## src/rtl/pwm_ramp_ctrl.sv

```systemverilog
// pwm_ramp_ctrl: steps the PWM duty toward an accepted target, one step per (dwell+1) PWM periods.
// Define PWM_RAMP_ABORT_EN to add an abort input that stops a ramp at its current duty.
module pwm_ramp_ctrl #(
    parameter int DUTY_W  = 7,
    parameter int CNT_W   = 3,
    parameter int STEP    = 1,
    parameter int DWELL_W = 8
) (
    input  logic               clk,
    input  logic               rst,
    input  logic               enable,
`ifdef PWM_RAMP_ABORT_EN
    input  logic               abort,
`endif
    input  logic               tgt_valid,
    output logic               tgt_ready,
    input  logic [DUTY_W-1:0]  tgt_duty,
    input  logic [DWELL_W-1:0] dwell,
    output logic [DUTY_W-1:0]  duty,
    output logic               period_start,
    output logic               busy,
    output logic               done
);
    typedef enum logic {IDLE, RAMP} state_t;
    localparam logic [DUTY_W:0] STEP_W = (DUTY_W + 1)'(STEP);
    state_t             state;
    logic [CNT_W-1:0]   cnt;
    logic [DUTY_W-1:0]  target;
    logic [DUTY_W-1:0]  next_duty;
    logic [DWELL_W-1:0] dwell_q;
    logic [DWELL_W-1:0] dwell_cnt;
    logic [DUTY_W:0]    gap;
    logic               period_end;
    logic               up;
    logic               stop;
`ifdef PWM_RAMP_ABORT_EN
    assign stop = abort;
`else
    assign stop = 1'b0;
`endif
    assign period_end = enable && cnt == '1;
    assign tgt_ready  = state == IDLE;
    assign busy       = state == RAMP;
    assign up         = target > duty;
    assign gap        = up ? {1'b0, target} - {1'b0, duty} : {1'b0, duty} - {1'b0, target};
    // Clamp to the target when within one step so the duty never overshoots or wraps.
    assign next_duty  = gap <= STEP_W ? target
                      : up ? duty + STEP_W[DUTY_W-1:0] : duty - STEP_W[DUTY_W-1:0];
    always_ff @(posedge clk) begin
        if (rst) begin
            state        <= IDLE;
            cnt          <= '0;
            duty         <= '0;
            target       <= '0;
            dwell_q      <= '0;
            dwell_cnt    <= '0;
            period_start <= 1'b0;
            done         <= 1'b0;
        end else begin
            if (enable) cnt <= cnt + 1'b1;
            period_start <= period_end;
            done         <= 1'b0;
            if (state == IDLE) begin
                if (tgt_valid) begin
                    target    <= tgt_duty;
                    dwell_q   <= dwell;
                    dwell_cnt <= dwell;
                    if (tgt_duty == duty) done <= 1'b1;
                    else state <= RAMP;
                end
            end else if (stop) begin
                state     <= IDLE;
                dwell_cnt <= '0;
            end else if (period_end) begin
                if (dwell_cnt != '0) dwell_cnt <= dwell_cnt - 1'b1;
                else begin
                    duty      <= next_duty;
                    dwell_cnt <= dwell_q;
                    if (next_duty == target) begin
                        done  <= 1'b1;
                        state <= IDLE;
                    end
                end
            end
        end
    end
endmodule

```

## config.mk

```make
export PLATFORM = sky130hd
export DESIGN_NAME = pwm_ramp_ctrl
export DESIGN_NICKNAME = d
export VERILOG_FILES = /design/src/rtl/pwm_ramp_ctrl.sv
export SDC_FILE = /design/constraint.sdc
export NUM_CORES = 1
export LEC_CHECK = 0
export BUFFER_PORTS_ARGS = -buffer_cell sky130_fd_sc_hd__buf_2
export CORE_MARGIN = 1.5
export CORE_UTILIZATION = 50
export DETAILED_ROUTE_END_ITERATION = 12
export PLACE_DENSITY = 0.69
export RECOVER_POWER = 25
export SLEW_MARGIN = 0
export SYNTH_ARGS = -nofsm -noshare
export SYNTH_HDL_FRONTEND = slang
export SYNTH_SLANG_ARGS = --single-unit
```

## constraint.sdc

```tcl
create_clock -name clk -period 5.2 [get_ports clk]
set_clock_uncertainty 0.15 [all_clocks]
set_input_delay 0.78 -clock clk [delete_from_list [all_inputs] [get_ports clk]]
set_output_delay 0.78 -clock clk [all_outputs]
set_load 0.01 [all_outputs]
```

==> impl_metrics.ini <==
[die]
fp.dieW_microns = 78.9
num_io_pins = 30
chipHeight_microns = 78.9
dieArea_sq_um = 6220
num_rows = 27
start_util = 0.519
core_area_sq_um = 5540

[cts]
clock_sinks = 36
htreeDepth = 2
cts_buffers = 5
cts_hold_buf = 0
cts_setup_buffers = 0
cts_max_path_buffers = 2
clk_pin_slew_ps = 70
cts_tree = built
cts_root_buf = clkbuf_8
clk-insertion-delay-late_ps = 290
cts-resized-gates = 0

[setup_path]
reg2reg_depth = 14
cp-start-kind = flop
cp-end-kind = flop
critPathMaxFanout = 9
critical_path_required_ps = 5230
rrSetupSlack_ps = 1130
timing.rr.start = duty[2]
crit_arrival_ps = 4100
crit_type = reg2reg
r2r_end = done

[power_and_ir_drop]
finalPower_mw = 0.804
power_leakage_nw = 1.26
power_density_nw_per_um2 = 256
ir_worst_vdd_mv = 0.215

[yosys]
syn_area_per_cell_sq_um = 8.03
synth_compound_area_frac = 0.209
synth-edff-count = 0
yosys.area_share.xor_xnor = 0.0887
synth_area_sq_um = 2880
yosysUniqueCellTypes = 56
synthesis.nets = 403
yosys.area_share.simple = 0.208
postSynthCellCount = 358
synth_top_family_by_area = compound AO/OA/AOI/OAI gates
muxShareOfSynthArea = 0.0679
synthFlopType = dfxtp_1
synth-async-reset-ratio = 0
ys_seq_elements = 36
ys_warn_count = 0
ys_seq_area_frac = 0.251
yosys.area_share.adder = 0.121

[sta]
slew_viol_final = 34
tightest_slew_ps = 1500
period_minus_slack_ps = 4070
fmax_mhz = 246
hold_viol_final = 0
finalSetupTns_ps = 0
fin_crit_sh = 0.783
slew_headroom = -0.00121
rsz0062_at_grt = false
setup_violations = 0

[routing]
detail-route-antenna-nets = 0
drc = 0
post_drt_via_cell_ratio = 5.62
first_iter_violations = 113
firstDrtPassIters = 4
num_vias = 2539
wl_per_cell_microns = 14.9
wl_microns = 6730

[finish]
fillers = 539
diodes = 0
drive_above_1_share = 0.100
seq_area_sq_um = 721
final_common_cell = nand2_1
multiInputGateArea_sq_um = 2000
nNetsFinal = 424
final_core_util = 0.567
fin_area_sq_um = 3140
most-common-layout-cells = 44 x nand2_1, 36 x dfxtp_1, 29 x a21oi_1
syn2layout_area_growth_pct = 9.13

[flow_run]
drv_cap = 1

[min_path]
hold_path_class = reg2reg
whs_path_depth = 2
hold_end = dwell_q[2]
min-delay-start = dwell_q[2]

[global_routing]
antenna_found_initial = 0
grt_use_total = 0.235
grt_pass1_vias = 2420
grt_remaining_overflow = 0
grt_pass1_wl_microns = 11600
grt_max_degree = 35

[placement]
gp_congestion = 0.859
port_buffers = 29
dpl.hpwl_microns = 5050
place_area_sq_um = 3060

[status]
status = complete, but fails checks
violations = max-capacitance violations, max-slew violations
[report_power, final]
group | internal (mW) | switching [mW] | total [mW]
registers | 0.293 | 0.0249 | 0.318
clock network | 0.106 | 0.101 | 0.206
logic | 0.129 | 0.150 | 0.279
total | 0.528 | 0.276 | 0.804
[cells by family after synthesis]
kind of cell,count (synthesis)
buf+inv,41
mux,18
xor+xnor,26
compound gates,92
flops,36
fa+ha+maj,26
simple gates,119
[layer usage]
| layer | up-vias | GRT usage | routed length, microns |
|---|---|---|---|
| li1 | 1313 | - | - |
| met1 | 1158 | 0.300 | 3140 |
| met2 | 54 | 0.399 | 3230 |
| met3 | 14 | 0.0310 | 161 |
| met4 | 0 | 0.0947 | 195 |
| met5 | - | 0 | 0 |
[registers in the layout, indices dropped and copies added, names as in the netlist]
signal and cells:
done 1, cnt 3, duty 7, dwell_cnt 8
period_start 1, busy 1, dwell_q 8, target 7
[critical path, cell delays in order (launching register included)]
cell and delay [ps]:
dfxtp_1 450, inv_1 70, ha_1 410, nor2b_1 190
o311ai_0 330, a21o_1 370, inv_1 140, fa_1 410
nand2b_1 160, o2bb2ai_1 170, xnor3_1 210, nor4_2 260
nor3b_1 230, mux2i_1 130, a311oi_1 280
[per-stage QoR]
step,worst slack [ps],hold slack [ps],instances
2_1_floorplan,1510,287,358
3_3_place_gp,1340,292,444
3_5_place_dp,1180,297,444
4_1_cts,1140,309,452
5_1_grt,796,331,452
6_report,1130,308,452
[cell usage after synthesis (all sizes together) (2+ instances only)]
library cell / count / share of area
nor4: 6 / 0.015
dfxtp: 36 / 0.25
inv: 25 / 0.033
nor3b: 3 / 0.0078
a21oi: 29 / 0.050
clkbuf: 14 / 0.018
xnor2: 16 / 0.049
fa: 3 / 0.021
nor4b: 2 / 0.011
a211oi: 9 / 0.023
buf: 2 / 0.0035
and2: 2 / 0.0043
a31oi: 2 / 0.0043
xor2: 8 / 0.024
mux2: 2 / 0.0078
o31ai: 3 / 0.0078
o2bb2ai: 2 / 0.0061
nor2b: 4 / 0.0087
a21o: 4 / 0.010
a311oi: 3 / 0.0091
nand4: 3 / 0.0065
o311ai: 2 / 0.0061
a211o: 2 / 0.0061
nand2: 44 / 0.057
or3: 2 / 0.0043
nor3: 5 / 0.0087
o21a: 4 / 0.010
nand3: 7 / 0.014
o211ai: 3 / 0.0078
o2111ai: 3 / 0.0091
o21ai: 17 / 0.030
mux2i: 16 / 0.060
and3: 3 / 0.0065
ha: 23 / 0.10
xnor3: 2 / 0.016
nand2b: 6 / 0.013
nor2: 27 / 0.035
[how the worst max path moves through the flow]
stage                        from  cells past startpoint  endpoint
after global routing      duty[2]                     14      done
final                     duty[2]                     14      done
after global placement    duty[3]                     14      busy
after floorplan           duty[2]                     15      busy
after detailed placement  duty[2]                     14      done
after CTS                 duty[2]                     14      done
[cell type report]
type | instances | share of cell area
tap | 72 | 0.0287
sequential | 36 | 0.230
inverter | 25 | 0.0299
clock inverter | 2 | 0.00319
multi-input combinational | 281 | 0.637
timing repair buffer | 30 | 0.0454
clock buffer | 6 | 0.0263
(Power assumes the default switching activity.)
